`src/rtl/tour_pkg.sv`:
```
// Shared constants, state encoding and knight-move geometry for the tour command sequencer.
package tour_pkg;

    localparam int unsigned CMD_W  = 16;
    localparam int unsigned RESP_W = 8;

    localparam logic [3:0] OP_MOVE    = 4'h2;
    localparam logic [3:0] OP_FANFARE = 4'h3;

    localparam logic [7:0] HEAD_N = 8'h00;
    localparam logic [7:0] HEAD_W = 8'h3F;
    localparam logic [7:0] HEAD_S = 8'h7F;
    localparam logic [7:0] HEAD_E = 8'hBF;

    localparam logic [RESP_W-1:0] RESP_IDLE = 8'hA5;
    localparam logic [RESP_W-1:0] RESP_ACK  = 8'h5A;
    localparam logic [RESP_W-1:0] RESP_ERR  = 8'hEE;

    typedef enum logic [2:0] {
        ST_IDLE,
        ST_VERT,
        ST_HOLDV,
        ST_HORZ,
        ST_HOLDH
    } state_e;

    typedef struct packed {
        logic [3:0] opcode;
        logic [7:0] heading;
        logic [3:0] squares;
    } cmd_t;

    typedef struct packed {
        logic signed [2:0] dx;
        logic signed [2:0] dy;
    } delta_t;

    // Board displacement for each one-hot move bit.
    function automatic delta_t move_delta(input logic [2:0] bit_idx);
        delta_t d;
        case (bit_idx)
            3'd0:    begin d.dx =  3'sd1; d.dy =  3'sd2; end
            3'd1:    begin d.dx = -3'sd1; d.dy =  3'sd2; end
            3'd2:    begin d.dx = -3'sd2; d.dy =  3'sd1; end
            3'd3:    begin d.dx = -3'sd2; d.dy = -3'sd1; end
            3'd4:    begin d.dx = -3'sd1; d.dy = -3'sd2; end
            3'd5:    begin d.dx =  3'sd1; d.dy = -3'sd2; end
            3'd6:    begin d.dx =  3'sd2; d.dy = -3'sd1; end
            default: begin d.dx =  3'sd2; d.dy =  3'sd1; end
        endcase
        return d;
    endfunction

endpackage

```
`src/rtl/tour_cmd_seq_decode.sv`:
```
// Combinational knight-move decoder: one-hot move to vertical/horizontal command words.
module knight_move_decode
    import tour_pkg::*;
#(
    parameter int unsigned FANFARE_LEG = 1
) (
    input  logic [7:0]       move,
    output logic [CMD_W-1:0] vert_cmd,
    output logic [CMD_W-1:0] horz_cmd,
    output logic             illegal
);

    logic [2:0] bit_idx;
    delta_t     d;
    logic [2:0] dx_mag;
    logic [2:0] dy_mag;
    cmd_t       v_cmd;
    cmd_t       h_cmd;

    // Highest set bit; only meaningful when the move is one-hot.
    always_comb begin
        bit_idx = '0;
        for (int i = 0; i < 8; i++) begin
            if (move[i]) bit_idx = 3'(i);
        end
    end

    assign d      = move_delta(bit_idx);
    assign dx_mag = d.dx[2] ? 3'(~d.dx + 3'd1) : 3'(d.dx);
    assign dy_mag = d.dy[2] ? 3'(~d.dy + 3'd1) : 3'(d.dy);

    always_comb begin
        v_cmd.opcode  = (FANFARE_LEG == 0) ? OP_FANFARE : OP_MOVE;
        v_cmd.heading = d.dy[2] ? HEAD_S : HEAD_N;
        v_cmd.squares = 4'(dy_mag);
        h_cmd.opcode  = (FANFARE_LEG != 0) ? OP_FANFARE : OP_MOVE;
        h_cmd.heading = d.dx[2] ? HEAD_W : HEAD_E;
        h_cmd.squares = 4'(dx_mag);
    end

    assign vert_cmd = v_cmd;
    assign horz_cmd = h_cmd;
    assign illegal  = !$onehot(move);

endmodule

```
`src/rtl/tour_cmd_seq.sv`:
```
// Knight-tour command sequencer: UART pass-through when idle, two-leg move replay during a tour.
module tour_cmd_seq
    import tour_pkg::*;
#(
    parameter  int unsigned MAX_MOVES   = 24,
    parameter  int unsigned FANFARE_LEG = 1,
    localparam int unsigned IDXW        = $clog2(MAX_MOVES)
) (
    input  logic            clk,
    input  logic            rst,
    input  logic            start_tour,
    input  logic [IDXW-1:0] num_moves,
    input  logic [7:0]      move,
    output logic [IDXW-1:0] mv_indx,
    input  logic [15:0]     cmd_UART,
    input  logic            cmd_rdy_UART,
    input  logic            clr_cmd_rdy,
    input  logic            send_resp,
    input  logic            abort,
    output logic [15:0]     cmd,
    output logic            cmd_rdy,
    output logic [7:0]      resp,
    output logic            busy,
    output logic            tour_done
);

    localparam int unsigned CNTW = $clog2(MAX_MOVES + 1);

    state_e            state_q, state_d;
    logic [IDXW-1:0]   idx_q, idx_d;
    logic [CNTW-1:0]   cnt_q, cnt_d;
    logic [RESP_W-1:0] resp_q, resp_d;
    logic [CMD_W-1:0]  hold_q, hold_d;
    logic              done_q, done_d;
    logic              busy_q, busy_d;

    logic [CMD_W-1:0]  vert_cmd;
    logic [CMD_W-1:0]  horz_cmd;
    logic              illegal;
    logic [CMD_W-1:0]  cmd_c;
    logic              cmd_rdy_c;
    logic              last_move;
    logic [CNTW-1:0]   num_clamped;

    knight_move_decode #(
        .FANFARE_LEG (FANFARE_LEG)
    ) u_decode (
        .move     (move),
        .vert_cmd (vert_cmd),
        .horz_cmd (horz_cmd),
        .illegal  (illegal)
    );

    assign last_move   = (CNTW'(idx_q) == (cnt_q - CNTW'(1)));
    assign num_clamped = ((num_moves == '0) || (CNTW'(num_moves) > CNTW'(MAX_MOVES)))
                         ? CNTW'(MAX_MOVES) : CNTW'(num_moves);

    always_ff @(posedge clk) begin
        if (rst) begin
            state_q <= ST_IDLE;
            idx_q   <= '0;
            cnt_q   <= CNTW'(MAX_MOVES);
            resp_q  <= RESP_IDLE;
            hold_q  <= '0;
            done_q  <= 1'b0;
            busy_q  <= 1'b0;
        end else begin
            state_q <= state_d;
            idx_q   <= idx_d;
            cnt_q   <= cnt_d;
            resp_q  <= resp_d;
            hold_q  <= hold_d;
            done_q  <= done_d;
            busy_q  <= busy_d;
        end
    end

    always_comb begin
        state_d   = state_q;
        idx_d     = idx_q;
        cnt_d     = cnt_q;
        resp_d    = resp_q;
        hold_d    = hold_q;
        done_d    = 1'b0;
        cmd_c     = hold_q;
        cmd_rdy_c = 1'b0;

        case (state_q)
            ST_IDLE: begin
                cmd_c     = cmd_UART;
                cmd_rdy_c = cmd_rdy_UART;
                if (start_tour) begin
                    state_d = ST_VERT;
                    idx_d   = '0;
                    cnt_d   = num_clamped;
                    resp_d  = RESP_IDLE;
                end
            end
            ST_VERT: begin
                cmd_c     = vert_cmd;
                cmd_rdy_c = !illegal;
                hold_d    = vert_cmd;
                if (clr_cmd_rdy) state_d = ST_HOLDV;
            end
            ST_HOLDV: begin
                if (send_resp) begin
                    state_d = ST_HORZ;
                    resp_d  = RESP_ACK;
                end
            end
            ST_HORZ: begin
                cmd_c     = horz_cmd;
                cmd_rdy_c = 1'b1;
                hold_d    = horz_cmd;
                if (clr_cmd_rdy) state_d = ST_HOLDH;
            end
            ST_HOLDH: begin
                if (send_resp) begin
                    if (last_move) begin
                        state_d = ST_IDLE;
                        resp_d  = RESP_IDLE;
                        done_d  = 1'b1;
                    end else begin
                        state_d = ST_VERT;
                        idx_d   = idx_q + IDXW'(1);
                        resp_d  = RESP_ACK;
                    end
                end
            end
            default: state_d = ST_IDLE;
        endcase

        // Abort and a non-one-hot move both end the tour with an error response.
        if ((state_q != ST_IDLE) && (abort || ((state_q == ST_VERT) && illegal))) begin
            state_d = ST_IDLE;
            idx_d   = idx_q;
            resp_d  = RESP_ERR;
            done_d  = 1'b1;
        end

        busy_d = (state_d != ST_IDLE);
    end

    assign mv_indx   = idx_q;
    assign cmd       = cmd_c;
    assign cmd_rdy   = cmd_rdy_c;
    assign resp      = resp_q;
    assign busy      = busy_q;
    assign tour_done = done_q;

endmodule
```
`config.mk`:
```
export PLATFORM = sky130hd
export DESIGN_NAME = tour_cmd_seq
export DESIGN_NICKNAME = d
export VERILOG_FILES = /design/src/rtl/tour_pkg.sv /design/src/rtl/tour_cmd_seq_decode.sv /design/src/rtl/tour_cmd_seq.sv
export SDC_FILE = /design/constraint.sdc
export NUM_CORES = 1
export LEC_CHECK = 0
export ABC_AREA = 1
export CAP_MARGIN = 20
export CORE_MARGIN = 2
export CORE_UTILIZATION = 46
export CTS_CLUSTER_DIAMETER = 200
export DETAILED_ROUTE_END_ITERATION = 16
export HOLD_SLACK_MARGIN = 0.06
export PLACE_DENSITY = 0.8
export SYNTH_ARGS = -nofsm -noshare
export SYNTH_HDL_FRONTEND = slang
export SYNTH_SLANG_ARGS = --single-unit
```
`constraint.sdc`:
```
create_clock -name clk -period 5.4 [get_ports clk]
set_input_delay 1.08 -clock clk [delete_from_list [all_inputs] [get_ports clk]]
set_output_delay 1.08 -clock clk [all_outputs]
set_load 0.05 [all_outputs]
```
-- Yosys cells after proc, flatten, opt, wreduce, memory -nomap -nowiden
Cells that the tools add are included.
- ROM bits: 0
- input port bits: 36
- memories: 0
- register bits: 39
- bits in latches: 0
- RAM bits: 0
- shift-type cells: 0
- divide/modulo/power cells: 0
- reduce and logical (&&, ||, !) cells: 19
- multipliers: 0
- bitwise operators: 3
- order comparisons: 1
- equality and inequality tests: 19
- $add $sub $neg: 11
- multiplexer cells: 38
- operator list (cell ; number):
    $pmux 16 s3 ; 1
    $pmux 6 s7 ; 1
    $mux 8 ; 5
    $mux 3 ; 12
    $pmux 16 s2 ; 1
    $pmux 8 s3 ; 1
    $mux 5 ; 4
    $pmux 3 s5 ; 1
    $mux 7 ; 2
    $add 4x4->4 ; 3
    $eq 3x2->1 const B ; 4
    $eq 3x3->1 const B ; 4
    $pmux 5 s2 ; 1
    $ne 3x3->1 const B ; 3
    $reduce_bool 3->1 ; 3
    $add 1x1->2 ; 4
    $ne 2x2->1 const B ; 4
    $reduce_and 4->1 ; 2
    $add 3x1->3 const B ; 2
    $eq 3x1->1 const B ; 2
    $logic_not 3->1 ; 2
    $mux 1 ; 6
    $not 3->3 ; 2
    $add 5x1->5 const B ; 1
    16 further kinds ; 20

-- Longest topological paths before layout
- depth in word-level cells: 13
- mapped depth: 17
- mapped depth without buffers: 17

-- By module
From an unflattened synthesis, not the netlist that was laid out.
- cells, all modules: 454
- area total of the unflattened synthesis: 3029.2 um^2
- modules (own cells, without submodules) (module ; seq. area each (um^2) ; cells an instance ; area an instance (um^2) ; instances):
    tour_cmd_seq ; 700.7 ; 359 ; 2362.3 ; 1
    knight_move_decode ; 0.0 ; 95 ; 666.9 ; 1

-- Worst setup path before layout
No wires, ideal clock.
- path type: input-to-output
- start: in move[0]
- end: out cmd_rdy
- buffers on the path: 0
- cell stages on the path: 9
- data required time: 4.320 ns
- arrival time: 3.849 ns
- setup slack: 0.471 ns
- cell sequence: ha_1 > fa_1 > inv_1 > fa_1 > inv_1 > ha_1 > fa_1 > nor4_1 > a221o_1
- longest elaborated chain between the ends: 5
- RTL lines (element ; RTL line ; text):
    start, declared ; tour_cmd_seq.sv:13 ; input logic [7:0] move,
    $add 1x1->2 (implied by the code) ; tour_cmd_seq_decode.sv:43 ; assign illegal = !$onehot(move);
    $add 4x4->4 (implied by the code) (2 in series) ; tour_cmd_seq_decode.sv:43 ;
    $eq 4x1->1 ; tour_cmd_seq_decode.sv:43 ;
    $pmux 1 s3 ; tour_cmd_seq.sv:88 ; case (state_q)
    end, declared ; tour_cmd_seq.sv:21 ; output logic cmd_rdy,
No other way between the ends.

-- Final worst setup path
Same ends and word-level chain as after synthesis.

==> results.py <==
metrics = {
    "run_status": {
        "outcome": "completed",
    },
    "timing": {
        "finalCriticalPeriod_ns": 5.29,
        "fin_ws_ns": 0.112,
        "final-setup-viol-count": 0,
        "skew_ns": 0.00954,
        "worst_pin_slew_ns": 0.607,
        "slew_violations": 0,
        "period_share_pct": 97.9,
        "relSlewSlack_pct": 59.4,
        "timing.fmax_mhz": 189,
        "timing.hold.ws_ns": 0.471,
        "hold_viol_final": 0,
    },
    "layout": {
        "final_cell_mix": "nand2_1, clkdlybuf4s50_1, inv_1",
        "synthToLayoutAreaGrowth_pct": 38.0,
        "insertedDiodeCount": 0,
        "nNetsFinal": 423,
        "final_common_cell": "nand2_1",
        "drive_above_1_share_pct": 10.3,
    },
    "setup_path": {
        "crit_top_cell": "fa_1",
        "crit_path_max_incr_delay_ns": 0.56,
        "crit_path_end_kind": "output port",
        "arrival_ns": 4.21,
        "reg2reg_depth": 10,
        "required_ns": 4.32,
        "cp_slowest_cell": "fa_1",
        "rrSetupSlack_ns": 3.48,
        "cp_cell_sequence": "clkdlybuf4s50_1 > ha_2 > fa_1 > inv_1 > fa_1 > inv_1 > ha_1 > fa_1 > nor4_4 > a221o_1 > buf_12",
        "cp-start-kind": "primary input",
        "r2r-start": "state_q[1]",
        "r2r_end": "busy",
        "worstSetupPathType": "in2out",
        "path_max_fanout": 2,
    },
    "routing": {
        "finalWirelength_um": 5200,
        "drt_first_pass_iters": 4,
        "wl_per_cell_um": 12.3,
        "antenna_left": 0,
        "vias": 2170,
        "drc": 0,
        "via_per_inst": 5.14,
        "drtIter0Drc": 83,
    },
    "yosys": {
        "synth-warning-count": 0,
        "synthMuxAreaShare_pct": 0,
        "synth_top_family_by_area": "simple AND/OR/NAND/NOR gates",
        "netlist_instances": 305,
        "synthSimpleGateAreaFrac_pct": 34.9,
        "synth_xor_area_share_pct": 2.97,
        "synth_area_um2": 2070,
        "syn-num-nets": 357,
        "synthAdderAreaFrac_pct": 11.1,
        "ys_seq_area_share_pct": 26.2,
        "ys_ff_latch": 27,
        "synth-compound-area-share_pct": 12.9,
        "synth.avg_cell_area_um2": 6.78,
        "ys_types": 40,
    },
    "cts": {
        "cts_max_level": 1,
        "cts_made_buffers": 3,
        "clkSinkCount": 27,
        "clk_pin_slew_worst_paths_ns": 0.10,
        "ctsLongestPathBuffers": 2,
        "root_buffer": "clkbuf_8",
        "clk_latency_ns": 0.28,
        "cts_tree": "yes",
    },
    "global_route": {
        "grt_pass1_vias": 2118,
        "grt_max_degree": 18,
        "antenna_found_initial": 0,
        "grt_overflow": 0,
        "grt.total_usage_pct": 21.9,
        "grt_pass1_wl_um": 9140,
    },
    "die": {
        "die_h_um": 71.0,
        "io_pins": 68,
        "dieArea_um2": 5050,
        "rows": 24,
        "coreArea_um2": 4350,
        "initial_core_util_pct": 47.5,
        "fp.dieW_um": 71.0,
    },
    "worst_hold_path": {
        "hold_path_class": "reg2reg",
        "whs_endpoint": "hold_q[13]",
        "min_path_cells": 2,
        "hp-start": "hold_q[13]",
    },
    "place": {
        "dp_slack_ns": -0.0202,
        "hpwl_um": 4080,
        "finalWeightedCongestion": 0.866,
        "io_buffers": 67,
    },
    "flow_run": {
        "maxCapViolCount": 0,
    },
    "pwr": {
        "ir_worst_vdd_uv": 163,
        "leakage_uw": 0.00133,
        "p_per_area_nw_per_um2": 288,
    },
}
final cells by class:
cell class	count	area [µm²]
clock inverter	1	5.00
clock buffer	3	41.3
multi-input combinational	219	1300
inverter	52	199
timing repair buffer	68	698
sequential	27	541
fill	409	1500
tap	52	65.1
critical path: cells and delay by family:
| kind | cells | cell delay, ns |
|---|---|---|
| buf+inv | 4 | 0.69 |
| simple gates | 1 | 0.05 |
| fa+ha+maj | 5 | 2.03 |
| compound gates | 1 | 0.36 |
cells in the mapped netlist:
| master | n | share of area [%] |
|---|---|---|
| nand3_2 | 3 | 1.5 |
| o21bai_2 | 1 | 0.54 |
| clkbuf_1 | 2 | 0.36 |
| clkinv_2 | 1 | 0.24 |
| buf_4 | 4 | 1.5 |
| xor2_1 | 3 | 1.3 |
| or2_2 | 2 | 0.61 |
| nor2_1 | 26 | 4.7 |
| dfxtp_1 | 27 | 26 |
| inv_2 | 4 | 0.73 |
| inv_1 | 45 | 8.2 |
| xnor2_1 | 4 | 1.7 |
| o22ai_1 | 2 | 0.61 |
| nand4_1 | 11 | 3.3 |
| nand2_1 | 66 | 12 |
| o21ai_1 | 1 | 0.24 |
| o21a_1 | 1 | 0.36 |
| nand3b_1 | 1 | 0.36 |
| nor2_2 | 5 | 1.5 |
| o21ai_0 | 11 | 2.7 |
| ha_1 | 12 | 7.3 |
| o21bai_1 | 1 | 0.36 |
| fa_1 | 4 | 3.9 |
| nand2_2 | 3 | 0.91 |
| nor4_1 | 1 | 0.30 |
| o2111ai_1 | 1 | 0.42 |
| clkinv_1 | 1 | 0.18 |
| a221o_1 | 2 | 0.97 |
| a31oi_1 | 1 | 0.30 |
| buf_6 | 1 | 0.54 |
| nor3_2 | 2 | 0.97 |
| nor2_4 | 3 | 1.6 |
| inv_4 | 1 | 0.30 |
| o211ai_1 | 1 | 0.36 |
| nand3_1 | 25 | 6.1 |
| a211oi_2 | 1 | 0.61 |
| or2_1 | 1 | 0.30 |
| a21oi_1 | 18 | 4.4 |
| nor3_1 | 3 | 0.73 |
| a211oi_1 | 3 | 1.1 |
worst max-delay path by stage:
stage,end,cells past startpoint,slack (ns),startpoint
global placement,cmd_rdy,11,0.12,move[1]
global route,cmd_rdy,12,-0.03,move[4]
detailed placement,cmd_rdy,12,-0.02,move[3]
finish,cmd_rdy,11,0.11,move[0]
CTS,cmd_rdy,12,0.07,move[3]
floorplan,cmd_rdy,9,0.47,move[0]
per-layer routing:
metal	track usage, %	up-vias	share of wire [%]
li1	-	1122	-
met1	28.3	977	44
met2	37.5	63	49
met3	4.27	8	6.4
met4	5.45	0	1.3
met5	0	-	0
report_power, final:
| group | switching, µW | internal (µW) | total, µW |
|---|---|---|---|
| combinational | 302 | 170 | 472 |
| clock | 63.9 | 51.8 | 116 |
| sequential | 14.5 | 220 | 235 |
stage by stage:
stage	util, %	total power (µW)	setup TNS [ns]	cells	area, µm²
final	65.5	823	0	422	2850
after global routing	65.5	878	-0.0348	422	2850
after CTS	64.9	818	0	422	2820
after detailed placement	63.6	699	-0.0202	418	2770
after global placement	63.6	692	0	418	2770
after floorplan	-	557	0	305	2070
registers in the layout (all words and copies together) (netlist names):
signal     flops
mv_indx        5
hold_q         8
tour_done      1
cnt_q          5
resp           4
state_q        3
busy           1
cells by family after synthesis:
family | Yosys count
AO/OA/AOI/OAI | 44
AND/OR/NAND/NOR | 152
adder cells (fa/ha/maj) | 16
XOR/XNOR | 7
flip-flops | 27
buffers and inverters | 59
repair_timing:
action,CTS,global route
resized for setup,1,10
gates cloned,0,0
hold buffers,0,0
endpoints found under the setup margin,1,1
buffers inserted,0,0
pin swaps,0,3
(Power assumes the default switching activity.)
